--- src/rtl/rr_fifo_sched_pkg.sv ---
// Shared sizing helpers for the merge schedulers: source-index width and burst-counter width.
package rr_fifo_sched_pkg;

   // A single source still gets a 1-bit index so ports never collapse to zero width.
   function automatic int src_w(input int num_src);
      return (num_src <= 1) ? 1 : $clog2(num_src);
   endfunction

   function automatic int burst_cnt_w(input int max_burst);
      return $clog2(max_burst + 1);
   endfunction

endpackage

--- src/rtl/rr_arbiter.sv ---
// Combinational round-robin pick: lowest requester at or above ptr, else lowest overall.
module rr_arbiter #(
   parameter int NUM_SRC = 4,
   parameter int SRC_W   = 2
) (
   input  logic [NUM_SRC-1:0] req_i,
   input  logic [SRC_W-1:0]   ptr_i,
   output logic [NUM_SRC-1:0] gnt_o,
   output logic [SRC_W-1:0]   idx_o,
   output logic               any_o
);
   logic [NUM_SRC-1:0] upper_mask;
   logic [NUM_SRC-1:0] upper_req;
   logic [NUM_SRC-1:0] search_req;

   always_comb begin
      upper_mask = ~((NUM_SRC'(1) << ptr_i) - NUM_SRC'(1));
      upper_req  = req_i & upper_mask;
      // Second pass only matters when nothing at or above ptr is requesting (the wrap case).
      search_req = (|upper_req) ? upper_req : req_i;
      gnt_o      = '0;
      idx_o      = '0;
      for (int i = NUM_SRC - 1; i >= 0; i--) begin
         if (search_req[i]) begin
            gnt_o    = '0;
            gnt_o[i] = 1'b1;
            idx_o    = SRC_W'(i);
         end
      end
      any_o = |req_i;
   end

endmodule

--- src/rtl/sync_fifo.sv ---
// Single-clock FIFO with a first-word-fall-through head and optional empty-FIFO bypass.
module sync_fifo #(
   parameter int DATA_WIDTH      = 32,
   parameter int DEPTH           = 4,
   parameter int FIFO_BYP_ENABLE = 0
) (
   input  logic                  clk,
   input  logic                  rst,
   input  logic                  push_i,
   input  logic [DATA_WIDTH-1:0] push_data_i,
   input  logic                  pop_i,
   output logic [DATA_WIDTH-1:0] pop_data_o,
   output logic                  full_o,
   output logic                  empty_o
);
   localparam int  PTR_W = (DEPTH <= 1) ? 1 : $clog2(DEPTH);
   localparam int  CNT_W = $clog2(DEPTH + 1);
   localparam bit  BYP   = (FIFO_BYP_ENABLE != 0);

   logic [DATA_WIDTH-1:0] mem_q [DEPTH];
   logic [PTR_W-1:0]      wr_ptr_q, wr_ptr_d;
   logic [PTR_W-1:0]      rd_ptr_q, rd_ptr_d;
   logic [CNT_W-1:0]      count_q, count_d;
   logic                  is_empty, push_fire, pop_fire, through, wr_en, rd_en;

   assign is_empty   = (count_q == '0);
   assign full_o     = (count_q == CNT_W'(DEPTH));
   assign empty_o    = is_empty & ~(BYP & push_i);
   assign pop_data_o = (BYP && is_empty) ? push_data_i : mem_q[rd_ptr_q];

   // A full FIFO refuses a push even when it is popped in the same cycle.
   assign push_fire = push_i & ~full_o;
   assign pop_fire  = pop_i & ~empty_o;
   assign through   = BYP & is_empty & push_fire & pop_fire;
   assign wr_en     = push_fire & ~through;
   assign rd_en     = pop_fire & ~through;

   always_comb begin
      wr_ptr_d = wr_ptr_q;
      rd_ptr_d = rd_ptr_q;
      count_d  = count_q;
      if (wr_en)
         wr_ptr_d = (wr_ptr_q == PTR_W'(DEPTH - 1)) ? '0 : wr_ptr_q + PTR_W'(1);
      if (rd_en)
         rd_ptr_d = (rd_ptr_q == PTR_W'(DEPTH - 1)) ? '0 : rd_ptr_q + PTR_W'(1);
      if (wr_en && !rd_en)
         count_d = count_q + CNT_W'(1);
      else if (rd_en && !wr_en)
         count_d = count_q - CNT_W'(1);
   end

   always_ff @(posedge clk or posedge rst) begin
      if (rst) begin
         wr_ptr_q <= '0;
         rd_ptr_q <= '0;
         count_q  <= '0;
      end else begin
         wr_ptr_q <= wr_ptr_d;
         rd_ptr_q <= rd_ptr_d;
         count_q  <= count_d;
      end
   end

   always_ff @(posedge clk) begin
      if (wr_en)
         mem_q[wr_ptr_q] <= push_data_i;
   end

endmodule

--- src/rtl/rr_fifo_sched.sv ---
// Merges NUM_SRC buffered flit streams onto one registered valid/ready link with weighted round-robin.
module rr_fifo_sched
   import rr_fifo_sched_pkg::*;
#(
   parameter int  NUM_SRC    = 4,
   parameter int  DATA_WIDTH = 32,
   parameter int  FIFO_DEPTH = 4,
   parameter int  MAX_BURST  = 2,
   localparam int SRC_W      = src_w(NUM_SRC)
) (
   input  logic                          clk,
   input  logic                          rst,
   input  logic [NUM_SRC-1:0]            in_valid_i,
   input  logic [NUM_SRC*DATA_WIDTH-1:0] in_data_i,
   output logic [NUM_SRC-1:0]            in_ready_o,
   output logic                          out_valid_o,
   output logic [DATA_WIDTH-1:0]         out_data_o,
   output logic [SRC_W-1:0]              out_src_id_o,
   input  logic                          out_ready_i
);
   localparam int CNT_W = burst_cnt_w(MAX_BURST);

   logic [NUM_SRC-1:0]    fifo_empty, fifo_full, req, gnt, pop;
   logic [DATA_WIDTH-1:0] head [NUM_SRC];
   logic [SRC_W-1:0]      gnt_idx;
   logic                  gnt_any, ld, grant;
   logic [CNT_W-1:0]      next_burst;

   logic [SRC_W-1:0]      rr_ptr_q, rr_ptr_d;
   logic [CNT_W-1:0]      burst_cnt_q, burst_cnt_d;
   logic                  out_valid_q, out_valid_d;
   logic [DATA_WIDTH-1:0] out_data_q, out_data_d;
   logic [SRC_W-1:0]      out_src_id_q, out_src_id_d;

   genvar gi;
   generate
      for (gi = 0; gi < NUM_SRC; gi++) begin : g_src
         sync_fifo #(
            .DATA_WIDTH      (DATA_WIDTH),
            .DEPTH           (FIFO_DEPTH),
            .FIFO_BYP_ENABLE (0)
         ) u_fifo (
            .clk         (clk),
            .rst         (rst),
            .push_i      (in_valid_i[gi]),
            .push_data_i (in_data_i[gi*DATA_WIDTH +: DATA_WIDTH]),
            .pop_i       (pop[gi]),
            .pop_data_o  (head[gi]),
            .full_o      (fifo_full[gi]),
            .empty_o     (fifo_empty[gi])
         );
      end
   endgenerate

   assign in_ready_o = ~fifo_full;
   assign req        = ~fifo_empty;

   rr_arbiter #(
      .NUM_SRC (NUM_SRC),
      .SRC_W   (SRC_W)
   ) u_arb (
      .req_i (req),
      .ptr_i (rr_ptr_q),
      .gnt_o (gnt),
      .idx_o (gnt_idx),
      .any_o (gnt_any)
   );

   // The output register can take a new flit when empty or being drained this cycle.
   assign ld    = ~out_valid_q | out_ready_i;
   assign grant = ld & gnt_any;
   assign pop   = grant ? gnt : '0;

   always_comb begin
      rr_ptr_d     = rr_ptr_q;
      burst_cnt_d  = burst_cnt_q;
      out_valid_d  = out_valid_q;
      out_data_d   = out_data_q;
      out_src_id_d = out_src_id_q;
      next_burst   = (gnt_idx == rr_ptr_q) ? burst_cnt_q + CNT_W'(1) : CNT_W'(1);
      if (grant) begin
         out_valid_d  = 1'b1;
         out_data_d   = head[gnt_idx];
         out_src_id_d = gnt_idx;
         if (next_burst == CNT_W'(MAX_BURST)) begin
            rr_ptr_d    = (gnt_idx == SRC_W'(NUM_SRC - 1)) ? '0 : gnt_idx + SRC_W'(1);
            burst_cnt_d = '0;
         end else begin
            rr_ptr_d    = gnt_idx;
            burst_cnt_d = next_burst;
         end
      end else if (out_ready_i) begin
         out_valid_d = 1'b0;
      end
   end

   always_ff @(posedge clk or posedge rst) begin
      if (rst) begin
         rr_ptr_q     <= '0;
         burst_cnt_q  <= '0;
         out_valid_q  <= 1'b0;
         out_data_q   <= '0;
         out_src_id_q <= '0;
      end else begin
         rr_ptr_q     <= rr_ptr_d;
         burst_cnt_q  <= burst_cnt_d;
         out_valid_q  <= out_valid_d;
         out_data_q   <= out_data_d;
         out_src_id_q <= out_src_id_d;
      end
   end

   assign out_valid_o  = out_valid_q;
   assign out_data_o   = out_data_q;
   assign out_src_id_o = out_src_id_q;

endmodule

--- config.mk ---
export PLATFORM = sky130hd
export DESIGN_NAME = rr_fifo_sched
export DESIGN_NICKNAME = d
export VERILOG_FILES = /design/src/rtl/rr_fifo_sched_pkg.sv /design/src/rtl/rr_arbiter.sv /design/src/rtl/sync_fifo.sv /design/src/rtl/rr_fifo_sched.sv
export SDC_FILE = /design/constraint.sdc
export NUM_CORES = 1
export LEC_CHECK = 0
export BUFFER_PORTS_ARGS = -buffer_cell sky130_fd_sc_hd__buf_2
export CORE_MARGIN = 2
export CORE_UTILIZATION = 40
export CTS_BUF_LIST = sky130_fd_sc_hd__clkbuf_8
export DETAILED_ROUTE_END_ITERATION = 8
export HOLD_SLACK_MARGIN = 0.06
export PLACE_DENSITY = 0.54
export SLEW_MARGIN = 10
export SYNTH_ARGS = -nofsm -noshare
export SYNTH_HDL_FRONTEND = slang
export SYNTH_HIERARCHICAL = 1
export SYNTH_SLANG_ARGS = --single-unit
--- constraint.sdc ---
create_clock -name clk -period 6.8 [get_ports clk]
set_input_delay 1.02 -clock clk [delete_from_list [all_inputs] [get_ports clk]]
set_output_delay 1.02 -clock clk [all_outputs]
set_load 0.005 [all_outputs]
## Word-level counts from Yosys, hierarchy flattened

Memory sizes are Yosys's and may differ from the RTL's.
Index checks and enable logic that the tools add are counted.

- Add/sub/neg operators: 19
- $lt $le $gt $ge: 1
- Equal/unequal tests: 15
- Shift operators: 1
- Mux-type cells: 43
- Bitwise operators: 24
- Reduce and logical (&&, ||, !) cells: 27

Operators with widths:

| cell | number |
|---|---|
| $bmux 32 s2 | 1 |
| $mux 32 | 2 |
| $mux 2 | 16 |
| $mux 3 | 8 |
| $mux 4 | 6 |
| $add 2x1->2 const B | 10 |
| $eq 2x2->1 const B | 10 |
| $add 3x1->3 const B | 4 |
| $eq 3x3->1 const B | 4 |
| $logic_not 3->1 | 4 |
| $not 4->4 | 3 |
| $sub 3x1->3 const B | 4 |
| $mux 1 | 10 |
| $reduce_bool 2->1 | 5 |
| $and 1x1->1 | 9 |
| $not 1->1 | 9 |
| $logic_and 1x1->1 | 8 |
| $logic_not 1->1 | 8 |
| $reduce_or 4->1 | 2 |
| $and 4x4->4 | 1 |
| $shl 1x2->4 const A | 1 |
| $sub 4x2->4 const B | 1 |
| $ge 3x3->1 const B | 1 |
| $not 2->3 | 1 |
| other kinds (2) | 2 |

- Register bits: 67
- Bits in writable memories: 512
- Logic and storage cells: 151
- Memories kept: 4

Memories:

| memory | words | bits a word | rd ports | clocked after memory_dff | write ports | RTL line | source |
|---|---|---|---|---|---|---|---|
| g_src[0].u_fifo.mem_q | 4 | 32 | 1 | 0 | 1 | sync_fifo.sv:20 | `logic [DATA_WIDTH-1:0] mem_q [DEPTH];` |
| g_src[1].u_fifo.mem_q | 4 | 32 | 1 | 0 | 1 | sync_fifo.sv:20 |  |
| g_src[2].u_fifo.mem_q | 4 | 32 | 1 | 0 | 1 | sync_fifo.sv:20 |  |
| g_src[3].u_fifo.mem_q | 4 | 32 | 1 | 0 | 1 | sync_fifo.sv:20 |  |

## Longest topological paths before layout

Gate-level depths: netlist of the first run.

- Depth in word-level cells: 15
- Depth in mapped cells: 14
- Depth with buffers taken out: 13

## Cells and area by module

The synthesis of the first run kept the hierarchy.

Modules (own cells, without submodules):

| module | times used | cells an instance | area each (µm²) | seq. area each (µm²) |
|---|---|---|---|---|
| sync_fifo | 4 | 206 | 5,136.2 | 4,018.9 |
| rr_fifo_sched | 1 | 154 | 2,393.5 | 975.9 |
| rr_arbiter | 1 | 32 | 227.7 | 0.0 |

## Worst setup path after synthesis of the first run

Ideal clock, no wire load.

- Path kind: input to register
- Start point: input port out_ready_i
- End point: register g_src[3].u_fifo.count_q[2]
- Data arrival time: 2,465 ps
- Data required time: 6,721 ps
- Path slack: 4,256 ps
- Stages: 9
- Cells stage by stage: nand2b_1 > and3_1 > nand2b_4 > ha_1 > inv_1 > fa_1 > xor2_1 > nor2_1 > xor2_1

- Word-level cells in the longest chain between the ends: 7
- Elaborated cells between the ends (all ways): 9
- Those cells by class: mux: 2; bitwise: 3; reduce/logical: 4

RTL lines:

| item | RTL line | source |
|---|---|---|
| start: declaration | rr_fifo_sched.sv:19 | `input logic out_ready_i` |
| $or 1x1->1 * | rr_fifo_sched.sv:70 | `assign ld = ~out_valid_q \| out_ready_i;` |
| $and 1x1->1 * | rr_fifo_sched.sv:71 | `assign grant = ld & gnt_any;` |
| $mux 4 * | rr_fifo_sched.sv:72 | `assign pop = grant ? gnt : '0;` |
| net pop[3] | rr_fifo_sched.sv:23 | `logic [NUM_SRC-1:0] fifo_empty, fifo_full, req, gnt, pop;` |
| $and 1x1->1 * | sync_fifo.sv:33 | `assign pop_fire = pop_i & ~empty_o;` |
| $logic_not 1->1 | sync_fifo.sv:46 | `if (wr_en && !rd_en)` |
| $logic_and 1x1->1 | sync_fifo.sv:46 |  |
| $mux 3 or $reduce_bool 2->1 (tied branches) | - |  |
| end signal: assignment | sync_fifo.sv:60 | `count_q <= count_d;` |
| end: declaration | sync_fifo.sv:23 | `logic [CNT_W-1:0] count_q, count_d;` |

The timed path passes the listed nets; every way through them passes the cells marked *.
A chain may end at the register's enable or synchronous reset.

## Worst setup path in the final report of the first run

- Start point: register g_src[2].u_fifo.count_q[0]
- End point: register out_data_q[5] (netlist: out_data_o[5])

- Word-level cells in the longest chain between the ends: 13
- Elaborated cells between the ends (all ways): 15
- Those cells by class: mux: 8; bitwise: 4; reduce/logical: 3

RTL lines:

| item | RTL line | source |
|---|---|---|
| start: declaration | sync_fifo.sv:23 |  |
| start signal: assignment | sync_fifo.sv:60 |  |
| $logic_not 3->1 * | sync_fifo.sv:26 | `assign is_empty = (count_q == '0);` |
| net fifo_empty[2] | rr_fifo_sched.sv:23 |  |
| $not 4->4 * | rr_fifo_sched.sv:56 | `assign req = ~fifo_empty;` |
| net req[2] | rr_fifo_sched.sv:23 |  |
| $and 4x4->4 | rr_arbiter.sv:18 | `upper_req = req_i & upper_mask;` |
| $reduce_or 4->1 | rr_arbiter.sv:20 | `search_req = (\|upper_req) ? upper_req : req_i;` |
| $mux 4 * | rr_arbiter.sv:20 |  |
| $mux 2 (3 in series) | rr_arbiter.sv:24 | `if (search_req[i]) begin` |
| $mux 2 * | rr_arbiter.sv:24 |  |
| net gnt_idx[0] | rr_fifo_sched.sv:25 | `logic [SRC_W-1:0] gnt_idx;` |
| $not 2->3 (not written as such) * | rr_fifo_sched.sv:83 | `out_data_d = head[gnt_idx];` |
| $bmux 32 s2 * | rr_fifo_sched.sv:83 |  |
| $mux 32 (not written as such) * (2 in series) | rr_fifo_sched.sv:83 |  |
| end signal: assignment | rr_fifo_sched.sv:108 | `out_data_q <= out_data_d;` |
| end: declaration | rr_fifo_sched.sv:32 | `logic [DATA_WIDTH-1:0] out_data_q, out_data_d;` |

The timed path passes the listed nets; every way through them passes the cells marked *. The select of a mux whose other input is x is not followed.

==> Flow_metrics.wiki, run 1 <==
{| class="wikitable"
! Metric !! Value
|-
| Highest clock frequency the design can meet || between 0.2 and 0.3 GHz
|-
| CP bufs+invs || 2
|-
| Final hold violation count || 0
|-
| Reported net switching power || ~3600 µW
|-
| Ys flop type || sky130_fd_sc_hd__edfxtp_1
|-
| Violation count after the first detailed-routing iteration || 779
|-
| Tightest Hold Check Type || in -> async
|-
| Area growth from synthesis to layout || 13.8%
|-
| Fraction of registers with async set or reset after synthesis || 0.116
|-
| Synth Cell Area || roughly 0.023 mm²
|-
| Layout Cell Area excl Fill || approximately 0.026 mm²
|-
| Antenna violations before repair || 18
|-
| Setup Fix Bufs, Post-CTS || 0
|-
| Number of buffers on the longest clock path || 3
|-
| Core Box Area || between 0.05 and 0.06 mm²
|-
| Tot GR Track Use || 0.187
|-
| Number of max-capacitance violations reported || 0
|-
| DRC violation count after routing || 0
|-
| Largest net degree at the start of global routing || 42
|-
| Number of global-route vias before repair || roughly 12000
|-
| Sink count of the clock tree || roughly 580
|-
| Source-to-sink clock delay at the later pin of the worst-skew pair || approximately 0.69 ns
|-
| Setup Total Neg Slack || 0 ns
|-
| Remaining number of nets flagged by the antenna check after routing || 0
|-
| Aggregate routed wire length || 54800 µm
|-
| Post-DP HPWL || between 30000 and 40000 µm
|-
| Category of the critical setup timing path || reg -> reg
|-
| Switching part of the total power || 0.310
|-
| Placed cell areas || 0.0245 mm²
|-
| Number of buffers inserted by port buffering || roughly 170
|-
| Detailed-route via count || about 11000
|-
| # IOs || 174
|-
| LEAKAGE || approximately 0.0092 µW
|-
| Final weighted congestion in routability-driven placement || 0.730
|-
| Xor-xnor portion of the synthesized cell area || 0.00529
|-
| Mean post-synth cell area || about 23 µm²
|-
| Highest net fanout along the worst path || 20
|-
| Length of the first detailed-routing pass in iterations || 5
|-
| Post-synth net total || between 1000 and 1500
|-
| Clock slew seen by the registers of the worst setup and hold paths || about 0.06 ns
|-
| Synth Area in Compound Gates || 0.00794
|-
| Worst setup SP type || register
|-
| Vertical die dimension || 245 µm
|-
| Share of post-route cells with drive strength above 1 || 0.406
|-
| Arrival time of data at the critical path endpoint || approximately 4.2 ns
|-
| Clock Skew || ~0.063 ns
|-
| Shortest clock period the worst path allows after layout || approximately 3.6 ns
|-
| Total internal power || 8100 µW
|-
| Kind of end point of the critical path || register
|-
| Count of different cell masters after synthesis || 47
|-
| Logic gate share of total power || 0.281
|-
| Final setup viols || 0
|-
| Root buffer selected by CTS || sky130_fd_sc_hd__clkbuf_8
|-
| Die Footprint || ~0.060 mm²
|-
| Hold buffers post-CTS || 0
|-
| Transition at the pin with the smallest max-transition slack || around 1.2 ns
|-
| Die X || 245 µm
|-
| Sequential cell fraction of total power || 0.475
|-
| Number of synthesized flops with an enable pin || ~500
|-
| Worst rel slew slack || 0.232
|-
| Simple-gate share of the synthesized area || 0.0187
|-
| PwrDens || 446 mW/mm²
|-
| Final slew viol count || 0
|-
| RSZ-0062 raised after global routing || false
|-
| Global-route wire length before repair || 79000 µm
|-
| Final global-route overflow total || 0
|-
| Starting utilization of the core area || 0.403
|-
| Endpoint required time on the critical path || 7.35 ns
|-
| Clock tree from TritonCTS || yes
|-
| Total number of H-tree levels || 3
|-
| Proportion of synthesized chip area in sequential cells || 0.736
|-
| Final period util || 0.529
|-
| Register-to-register path setup slack || approximately 3.2 ns
|-
| Chain of cells forming the critical path || nor3_1 > inv_1 > mux2i_1 > o22ai_1 > a21oi_4 > buf_4 > mux4_2 > mux2_2
|-
| Status || finished, final reports clean
|-
| Synthesized-area fraction occupied by adder cells || 0.0170
|-
| CP max-delay cell || sky130_fd_sc_hd__a21oi_4
|-
| Vias per Instance || roughly 5.2
|-
| Syn Inst Count || about 1000
|-
| Final routed wire length divided by cell count || roughly 26 µm
|-
| Flops & latches, synth || ~580
|-
| Delay-heaviest family, CP || multiplexers
|-
| Standard-cell row count || 88
|-
| Largest stage delay on the critical path || 0.82 ns
|-
| Final-stage net count || 1398
|-
| Count of placed standard cells including taps || ~1900
|-
| Clock network fraction of design power || 0.244
|-
| Mux cell area share after synthesis || 0.187
|-
| Clock buffer count from CTS || 98
|-
| Max VDD drop || roughly 0.18 mV
|-
| Dominant combinational cell family by area after synthesis || multiplexers
|-
| Yosys warning count || 6
|-
| Post-CTS Resized || 0
|-
| Fill count || 4927
|-
| Final non-filler cell total || about 2100
|}
cell families (layout without fill, tap and decap cells):
group,after synthesis,in the layout
adder cells (fa/ha/maj),29,29
other,0,8
multiplexers,215,215
XOR/XNOR,14,14
buffers and inverters,82,389
AO/OA/AOI/OAI,25,25
AND/OR/NAND/NOR,66,66
flip-flops,579,579
metrics by stage:
stage	total power, µW	setup WS [ns]	util	hold slack [ns]
after floorplan	8030	4.26	-	0.458
after global placement	9000	3.07	0.427	0.470
after detailed placement	9080	3.09	0.427	0.485
after CTS	12000	3.11	0.458	0.299
after global routing	12400	2.90	0.459	0.325
final	11800	3.20	0.459	0.337
cell usage in the layout, fill, tap and decap left out, types with 16 or more instances in the layout:
master	Yosys	final
sky130_fd_sc_hd__edfxtp_1	512	512
sky130_fd_sc_hd__buf_2	18	173
sky130_fd_sc_hd__mux4_2	141	141
sky130_fd_sc_hd__clkbuf_8	0	105
sky130_fd_sc_hd__inv_1	29	75
sky130_fd_sc_hd__dfrtp_1	67	59
sky130_fd_sc_hd__mux2_2	46	46
sky130_fd_sc_hd__ha_1	25	25
sky130_fd_sc_hd__mux4_1	19	19
sky130_fd_sc_hd__nor2_1	17	17
sky130_fd_sc_hd__and2_2	0	16
area by class of cell:
class,count,area [µm²],area share
sequential,579,17100,0.647
multi-input combinational,349,5490,0.208
clock buffer,105,1450,0.0548
tap,765,957,0.0363
timing repair buffer,176,888,0.0337
clock inverter,78,384,0.0146
inverter,30,113,0.00427
antenna,8,20.0,0.000759
power groups by stage:
stage               registers, µW  logic, µW  clock network [µW]
floorplan                    5070       2970                   0
global placement             5670       3330                   0
detailed placement           5700       3380                   0
CTS                          5630       3380                2970
global route                 5710       3570                3130
finish                       5580       3300                2870
synth_stat cells, types with 2 or more instances:
| cell type | instances | area [µm²] |
|---|---|---|
| sky130_fd_sc_hd__a21boi_0 | 2 | 15.0 |
| sky130_fd_sc_hd__a21oi_1 | 5 | 25.0 |
| sky130_fd_sc_hd__a31oi_1 | 2 | 12.5 |
| sky130_fd_sc_hd__and2_1 | 16 | 100 |
| sky130_fd_sc_hd__and3_1 | 4 | 25.0 |
| sky130_fd_sc_hd__buf_12 | 14 | 280 |
| sky130_fd_sc_hd__buf_2 | 18 | 90.1 |
| sky130_fd_sc_hd__buf_4 | 2 | 15.0 |
| sky130_fd_sc_hd__buf_6 | 11 | 124 |
| sky130_fd_sc_hd__clkbuf_1 | 6 | 22.5 |
| sky130_fd_sc_hd__dfrtp_1 | 67 | 1680 |
| sky130_fd_sc_hd__edfxtp_1 | 512 | 15400 |
| sky130_fd_sc_hd__fa_1 | 4 | 80.1 |
| sky130_fd_sc_hd__ha_1 | 25 | 313 |
| sky130_fd_sc_hd__inv_1 | 29 | 109 |
| sky130_fd_sc_hd__mux2_2 | 46 | 518 |
| sky130_fd_sc_hd__mux2_4 | 8 | 120 |
| sky130_fd_sc_hd__mux4_1 | 19 | 499 |
| sky130_fd_sc_hd__mux4_2 | 141 | 3180 |
| sky130_fd_sc_hd__nand2_1 | 5 | 18.8 |
| sky130_fd_sc_hd__nand2b_1 | 2 | 12.5 |
| sky130_fd_sc_hd__nand2b_4 | 4 | 55.1 |
| sky130_fd_sc_hd__nor2_1 | 17 | 63.8 |
| sky130_fd_sc_hd__nor2b_1 | 6 | 37.5 |
| sky130_fd_sc_hd__nor3_1 | 5 | 25.0 |
| sky130_fd_sc_hd__nor3b_4 | 4 | 75.1 |
| sky130_fd_sc_hd__o21ai_0 | 3 | 15.0 |
| sky130_fd_sc_hd__o221a_2 | 2 | 22.5 |
| sky130_fd_sc_hd__xnor2_1 | 6 | 52.6 |
| sky130_fd_sc_hd__xor2_1 | 8 | 70.1 |
routing by layer:
| metal | vias up | track usage | share of wire |
|---|---|---|---|
| li1 | 4644 | - | - |
| met5 | - | 0 | 0.00040 |
| met4 | 4 | 0.0755 | 0.029 |
| met3 | 109 | 0.0356 | 0.048 |
| met2 | 281 | 0.305 | 0.49 |
| met1 | 5813 | 0.248 | 0.43 |
sequential cells by signal, indices dropped and copies added (netlist names):
signal and flops:
g_src.u_fifo/mem_q 512, out_data_o 32, g_src.u_fifo/count_q 12, g_src.u_fifo/rd_ptr_q 8, g_src.u_fifo/wr_ptr_q 8, burst_cnt_q 2
out_src_id_o 2, rr_ptr_q 2, out_valid_o 1
worst paths after layout:
kind | from | end | depth (start not counted)
max | g_src[2].u_fifo/count_q[0] | out_data_o[5] | 8
min | rst | out_valid_o | 2
max reg2reg | g_src[2].u_fifo/count_q[0] | out_data_o[5] | 8
min reg2reg | out_data_o[12] | out_data_o[12] | 1
max in group asynchronous | rst | out_data_o[19] | 3
min in group clk | out_data_o[12] | out_data_o[12] | 1
Note: power is estimated with default switching activity, not from simulation.
==> run 2: changes to the inputs <==
- PLACE_DENSITY: 0.54 -> 0.56
- clock period: 6.8 -> 2.9 ns (I/O delays scaled with it)
==> run 2 against run 1 <==
Effect of this change:
- routed wire length increased by 4.1%
- flip-flop and latch count is the same
- global-route usage grew 0.80 points
- setup slack worse by 3.0 ns
- maximum frequency up 35%
- clock skew shrank 0.024 ns
- clock power is 140% higher
- core utilization up 3.7 points
- power is 150% higher
- first-iteration DRC count fell by 1.5%
- highest routed layer unchanged
- hold slack got worse by 0.020 ns
- non-clock buffer count rose by 187
==> Flow_metrics.wiki, run 2 (synthesized netlist as in run 1, its figures left out) <==
{| class="wikitable"
! Metric !! Value
|-
| Status || finished, final reports clean
|-
| Antenna violations before repair || 7 (-11)
|-
| Aggregate routed wire length || 57000 µm (+4.1%)
|-
| Source-to-sink clock delay at the later pin of the worst-skew pair || 0.69 ns (about the same)
|-
| Number of global-route vias before repair || 12700 (+9.1%)
|-
| Highest clock frequency the design can meet || 0.375 GHz (+35%)
|-
| Setup Fix Bufs, Post-CTS || 0 (unchanged)
|-
| Final routed wire length divided by cell count || 25.1 µm (-4.4%)
|-
| Starting utilization of the core area || 0.403 (unchanged)
|-
| Standard-cell row count || 88 (unchanged)
|-
| Post-DP HPWL || 36900 µm (+11%)
|-
| Clock buffer count from CTS || 99 (+1.0%)
|-
| Most used cells in the layout excluding fill and tap cells || sky130_fd_sc_hd__edfxtp_1, sky130_fd_sc_hd__buf_2, sky130_fd_sc_hd__mux4_2
|-
| Final period util || 0.918 (+0.389)
|-
| Layout Cell Area excl Fill || 0.0285 mm² (+8.0%)
|-
| Share of post-route cells with drive strength above 1 || 0.403 (-0.00278)
|-
| Leading cell type in the layout, fill and taps excluded || sky130_fd_sc_hd__edfxtp_1
|-
| Tot GR Track Use || 0.195 (+0.00804)
|-
| # IOs || 174 (unchanged)
|-
| Max VDD drop || 0.422 mV (+130%)
|-
| Number of max-capacitance violations reported || 0 (unchanged)
|-
| Length of the first detailed-routing pass in iterations || 4 (-1)
|-
| PwrDens || 1020 mW/mm² (+130%)
|-
| Arrival time of data at the critical path endpoint || 3.19 ns (-0.97 ns)
|-
| Final slew viol count || 0 (unchanged)
|-
| Final hold violation count || 0 (unchanged)
|-
| Placed cell areas || 0.0252 mm² (+2.9%)
|-
| Post-layout util || 0.496 (+0.0368)
|-
| Kind of end point of the critical path || register
|-
| Largest net degree at the start of global routing || 36 (-14%)
|-
| Shortest clock period the worst path allows after layout || 2.66 ns (-0.937 ns)
|-
| Worst setup SP type || register
|-
| Number of buffers inserted by port buffering || 173 (unchanged)
|-
| RSZ-0062 raised after global routing || false
|-
| Final weighted congestion in routability-driven placement || 0.749 (+2.7%)
|-
| Die Footprint || 0.0599 mm² (unchanged)
|-
| Final non-filler cell total || 2276 (+8.9%)
|-
| DRC violation count after routing || 0 (unchanged)
|-
| Die X || 245 µm (unchanged)
|-
| Global-route wire length before repair || 83300 µm (+5.3%)
|-
| Final global-route overflow total || 0 (unchanged)
|-
| Register containing the most flip-flops in the final layout || g_src.u_fifo/mem_q
|-
| Core Box Area || 0.0575 mm² (unchanged)
|-
| Number of buffers on the longest clock path || 3 (unchanged)
|-
| Max FFs per register || 512 (unchanged)
|-
| Category of the critical setup timing path || reg -> reg
|-
| Transition at the pin with the smallest max-transition slack || 0.693 ns (-0.460 ns)
|-
| Detailed-route via count || 11600 (+7.4%)
|-
| Vertical die dimension || 245 µm (unchanged)
|-
| Root buffer selected by CTS || sky130_fd_sc_hd__clkbuf_8
|-
| Power after layout || 29000 µW (+150%)
|-
| Clock slew seen by the registers of the worst setup and hold paths || 0.06 ns (about the same)
|-
| Remaining number of nets flagged by the antenna check after routing || 0 (unchanged)
|-
| Vias per Instance || 5.12 (-1.4%)
|-
| LEAKAGE || 0.0102 µW (+10%)
|-
| Endpoint required time on the critical path || 3.43 ns (-3.92 ns)
|-
| Worst rel slew slack || 0.537 (+0.306)
|-
| Clock Skew || 0.0393 ns (-0.0236 ns)
|-
| Tightest Hold Check Type || in -> reg
|-
| Highest net fanout along the worst path || 9 (-55%)
|-
| Total number of H-tree levels || 3 (unchanged)
|-
| Final-stage net count || 1586 (+13%)
|-
| Clock tree from TritonCTS || yes
|-
| Setup Total Neg Slack || 0 ns (unchanged)
|-
| Count of placed standard cells including taps || 1957 (+3.1%)
|-
| Final setup viols || 0 (unchanged)
|-
| Sink count of the clock tree || 579 (unchanged)
|-
| Area growth from synthesis to layout || 22.9%
|-
| Violation count after the first detailed-routing iteration || 767 (-1.5%)
|}
run 2: cell types whose count changed in the layout (fill, tap and decap cells not counted), sizes merged:
cell	before	now
clkbuf	105	115
clkinvlp	3	4
diode	8	4
dlygate4sd3	0	129
buf	176	234
bufinv	2	1
inv	78	67
clkinv	25	29
run 2: path summary, 6_finish.rpt:
check,endpoint,start,slack (ns),cells past startpoint
worst min-delay path,out_valid_o,out_ready_i,0.32,3
min in group asynchronous,g_src[0].u_fifo/count_q[2],rst,0.36,3
worst max-delay path,g_src[0].u_fifo/count_q[1],g_src[1].u_fifo/count_q[1],0.24,12
worst min register to register,g_src[1].u_fifo/count_q[2],g_src[1].u_fifo/count_q[2],0.50,1
worst max register to register,g_src[0].u_fifo/count_q[1],g_src[1].u_fifo/count_q[1],0.24,12
max in group asynchronous,out_data_o[9],rst,1.71,4
run 2: timing repair:
action / in CTS / in global routing
endpoints found under the hold margin: 558 / 0
setup endpoints to repair: 0 / 16
gates resized for setup: 0 / 4
hold buffers: 129 / 0
run 2: worst max-delay path, stage by stage, from the launching register on:
cell and delay, ns:
sky130_fd_sc_hd__dfrtp_1 0.38, sky130_fd_sc_hd__nor3_1 0.20, sky130_fd_sc_hd__buf_4 0.16, sky130_fd_sc_hd__inv_1 0.12, sky130_fd_sc_hd__o2bb2ai_1 0.18, sky130_fd_sc_hd__a22oi_1 0.10
sky130_fd_sc_hd__nor2b_1 0.13, sky130_fd_sc_hd__and3_1 0.21, sky130_fd_sc_hd__nand2b_4 0.08, sky130_fd_sc_hd__ha_1 0.20, sky130_fd_sc_hd__inv_1 0.09, sky130_fd_sc_hd__fa_1 0.42
sky130_fd_sc_hd__mux2_2 0.28
run 2: area by class of cell:
class / count / area (µm²)
fillers: 4808 / 29000
flip-flops and latches: 579 / 17100
multi-input cells: 349 / 5500
repair buffers: 363 / 2890
clock buffers: 115 / 1580
well taps: 765 / 957
clock inverters: 71 / 350
inverters: 30 / 113
diodes: 4 / 10.0
run 2: metrics by stage:
stage	hold slack, ns	worst slack [ns]
global placement	0.471	0.220
detailed placement	0.491	0.148
global route	0.302	0.0388
CTS	0.258	0.141
finish	0.317	0.236
floorplan	0.238	0.369
run 2: where the power goes:
part	total, µW	switching, µW	leakage, µW	internal [µW]
Sequential	12300	1120	0.00546	11200
Combinational	9640	4570	0.00358	5080
Clock	7010	3290	0.00112	3720
run 2: metal layers:
metal	share of wire	global-route usage
met5	0.00023	0
met4	0.021	0.0615
met3	0.047	0.0390
met2	0.51	0.332
met1	0.43	0.252
==> run 3: changes to the inputs <==
- BUFFER_PORTS_ARGS: -buffer_cell sky130_fd_sc_hd__buf_2 -> not set
- DONT_BUFFER_PORTS: not set -> 1
- PLACE_DENSITY: 0.56 -> 0.53
==> run 3 against run 2 <==
Effect of this change:
- power decreased by 2.1%
- first-iteration DRC count decreased by 13%
- combinational power decreased by 5.1%
- maximum frequency increased by 0.30%
- via count decreased by 6.0%
- highest routed layer unchanged
==> Flow_metrics.wiki, run 3 (synthesized netlist as in run 1, its figures left out) <==
{| class="wikitable"
! Metric !! Value
|-
| Global-route wire length before repair || 82100 µm (-1.5%)
|-
| RSZ-0062 raised after global routing || false
|-
| Root buffer selected by CTS || sky130_fd_sc_hd__clkbuf_8
|-
| Final slew viol count || 0 (unchanged)
|-
| PwrDens || 1030 mW/mm² (+1.5%)
|-
| Highest net fanout along the worst path || 6 (-3)
|-
| Setup Fix Bufs, Post-CTS || 0 (unchanged)
|-
| Status || finished, final reports clean
|-
| Final hold violation count || 0 (unchanged)
|-
| Setup Total Neg Slack || 0 ns (unchanged)
|-
| Length of the first detailed-routing pass in iterations || 7 (+3)
|-
| Violation count after the first detailed-routing iteration || 664 (-13%)
|-
| Min Hold Slack || 0.233 ns (-0.0841 ns)
|-
| Register containing the most flip-flops in the final layout || g_src.u_fifo/mem_q
|-
| Core Box Area || 0.0575 mm² (unchanged)
|-
| Final weighted congestion in routability-driven placement || 0.734 (-2.1%)
|-
| Leading cell type in the layout, fill and taps excluded || sky130_fd_sc_hd__edfxtp_1
|-
| Category of the critical setup timing path || reg -> reg
|-
| Clock Skew || 0.0319 ns (-0.00744 ns)
|-
| Kind of end point of the critical path || register
|-
| Detailed-route via count || 11000 (-6.0%)
|-
| Max VDD drop || 0.454 mV (+7.8%)
|-
| Clock slew seen by the registers of the worst setup and hold paths || 0.06 ns (about the same)
|-
| Number of max-capacitance violations reported || 0 (unchanged)
|-
| Endpoint required time on the critical path || 3.52 ns (+0.09 ns)
|-
| Remaining number of nets flagged by the antenna check after routing || 0 (unchanged)
|-
| Count of placed standard cells including taps || 1769 (-9.6%)
|-
| Final-stage net count || 1397 (-12%)
|-
| Worst setup SP type || register
|-
| Die Footprint || 0.0599 mm² (unchanged)
|-
| Shortest clock period the worst path allows after layout || 2.66 ns (-0.00792 ns)
|-
| Reported net switching power || 8820 µW (-1.7%)
|-
| Sink count of the clock tree || 579 (unchanged)
|-
| Clock tree from TritonCTS || yes
|-
| Tot GR Track Use || 0.194 (-0.000323)
|-
| Max FFs per register || 512 (unchanged)
|-
| Number of buffers inserted by port buffering || 0 (-100%)
|-
| Source-to-sink clock delay at the later pin of the worst-skew pair || 0.70 ns (about the same)
|-
| DRC violation count after routing || 0 (unchanged)
|-
| Seq. cell area || 0.0171 mm² (unchanged)
|-
| Vertical die dimension || 245 µm (unchanged)
|-
| Clock network fraction of design power || 0.240 (-0.002)
|-
| Highest clock frequency the design can meet || 0.377 GHz (+0.30%)
|-
| Vias per Instance || 5.25 (+2.6%)
|-
| Share of post-route cells with drive strength above 1 || 0.314 (-0.0891)
|-
| Arrival time of data at the critical path endpoint || 3.27 ns (+0.08 ns)
|-
| Final non-filler cell total || 2086 (-8.3%)
|-
| Post-layout util || 0.478 (-0.0178)
|-
| Starting utilization of the core area || 0.403 (unchanged)
|-
| Aggregate routed wire length || 56500 µm (-0.98%)
|-
| Tightest Hold Check Type || in -> reg
|-
| Sequential cell fraction of total power || 0.437 (+0.012)
|-
| Post-DP HPWL || 35800 µm (-3.0%)
|-
| Worst rel slew slack || 0.293 (-0.244)
|-
| Transition at the pin with the smallest max-transition slack || 1.06 ns (+0.368 ns)
|-
| Final routed wire length divided by cell count || 27.1 µm (+8.0%)
|-
| Power after layout || 28300 µW (-2.1%)
|-
| Final period util || 0.916 (-0.00273)
|-
| Switching part of the total power || 0.311 (+0.00120)
|-
| Antenna violations before repair || 7 (unchanged)
|-
| Logic gate share of total power || 0.323 (-0.010)
|-
| Total internal power || 19500 µW (-2.3%)
|-
| # IOs || 174 (unchanged)
|-
| Total number of H-tree levels || 3 (unchanged)
|-
| Number of buffers on the longest clock path || 3 (unchanged)
|-
| Standard-cell row count || 88 (unchanged)
|-
| Clock buffer count from CTS || 97 (-2.0%)
|-
| Most used cells in the layout excluding fill and tap cells || sky130_fd_sc_hd__edfxtp_1, sky130_fd_sc_hd__mux4_2, sky130_fd_sc_hd__dlygate4sd3_1
|-
| Number of global-route vias before repair || 11700 (-7.3%)
|-
| Largest net degree at the start of global routing || 36 (unchanged)
|-
| Fill count || 4792 (-0.33%)
|-
| Final setup viols || 0 (unchanged)
|-
| Die X || 245 µm (unchanged)
|-
| Area of the multi-input gates || 0.00551 mm² (about the same)
|-
| Final global-route overflow total || 0 (unchanged)
|-
| LEAKAGE || 0.00942 µW (-7.4%)
|-
| Area growth from synthesis to layout || 18.5%
|}
## run 3: cell type report
type | instances | area share
Tap cell | 765 | 0.0349
Sequential cell | 579 | 0.622
Inverter | 30 | 0.00410
Antenna cell | 7 | 0.000638
Multi-Input combinational cell | 349 | 0.201
Timing Repair Buffer | 176 | 0.0709
Clock buffer | 111 | 0.0556
Clock inverter | 69 | 0.0117
## run 3: final timing paths
path	cells past startpoint	start	end	slack, ns
min in group asynchronous	2	rst	g_src[3].u_fifo/wr_ptr_q[0]	0.32
worst min-delay path	3	in_valid_i[1]	g_src[1].u_fifo/wr_ptr_q[1]	0.23
worst min register to register	1	burst_cnt_q[1]	burst_cnt_q[1]	0.50
worst max-delay path	12	g_src[3].u_fifo/count_q[1]	g_src[3].u_fifo/count_q[2]	0.24
worst max register to register	12	g_src[3].u_fifo/count_q[1]	g_src[3].u_fifo/count_q[2]	0.24
max in group asynchronous	3	rst	out_data_o[0]	1.85
## run 3: what timing repair did
item	in CTS	in global routing
hold endpoints to repair	580	0
gates resized for setup	0	5
setup endpoints to repair	0	27
hold buffers	130	0
## run 3: layer usage
layer | up-vias | global-route usage | share of wire
met1 | 5891 | 0.254 | 0.42
met4 | 2 | 0.0570 | 0.023
met3 | 93 | 0.0512 | 0.059
li1 | 4646 | - | -
met2 | 320 | 0.322 | 0.50
met5 | - | 0 | 0.00012
## run 3: per-stage QoR
step	area (µm²)	setup slack, ns
2_1_floorplan	23200	0.369
3_3_place_gp	24300	0.228
3_5_place_dp	24300	0.176
4_1_cts	27400	0.161
5_1_grt	27500	0.0315
6_report	27500	0.244
## run 3: power groups by stage
stage / Clock [µW] / Sequential (µW) / Combinational [µW]
after CTS: 7040 / 12400 / 9350
final: 6800 / 12400 / 9150
after detailed placement: 0 / 12600 / 9090
after global routing: 7410 / 12600 / 9830
after floorplan: 0 / 11900 / 6960
after global placement: 0 / 12500 / 8970
## run 3: worst max-delay path, stage by stage, from the launching register on
cell,delay [ns]
sky130_fd_sc_hd__dfrtp_1,0.45
sky130_fd_sc_hd__nor3_1,0.28
sky130_fd_sc_hd__inv_1,0.15
sky130_fd_sc_hd__nor2_2,0.18
sky130_fd_sc_hd__nand2_1,0.16
sky130_fd_sc_hd__and3_1,0.21
sky130_fd_sc_hd__nand2b_4,0.09
sky130_fd_sc_hd__ha_1,0.18
sky130_fd_sc_hd__inv_1,0.06
sky130_fd_sc_hd__fa_1,0.37
sky130_fd_sc_hd__xor2_1,0.17
sky130_fd_sc_hd__nor2_1,0.11
sky130_fd_sc_hd__xor2_1,0.17
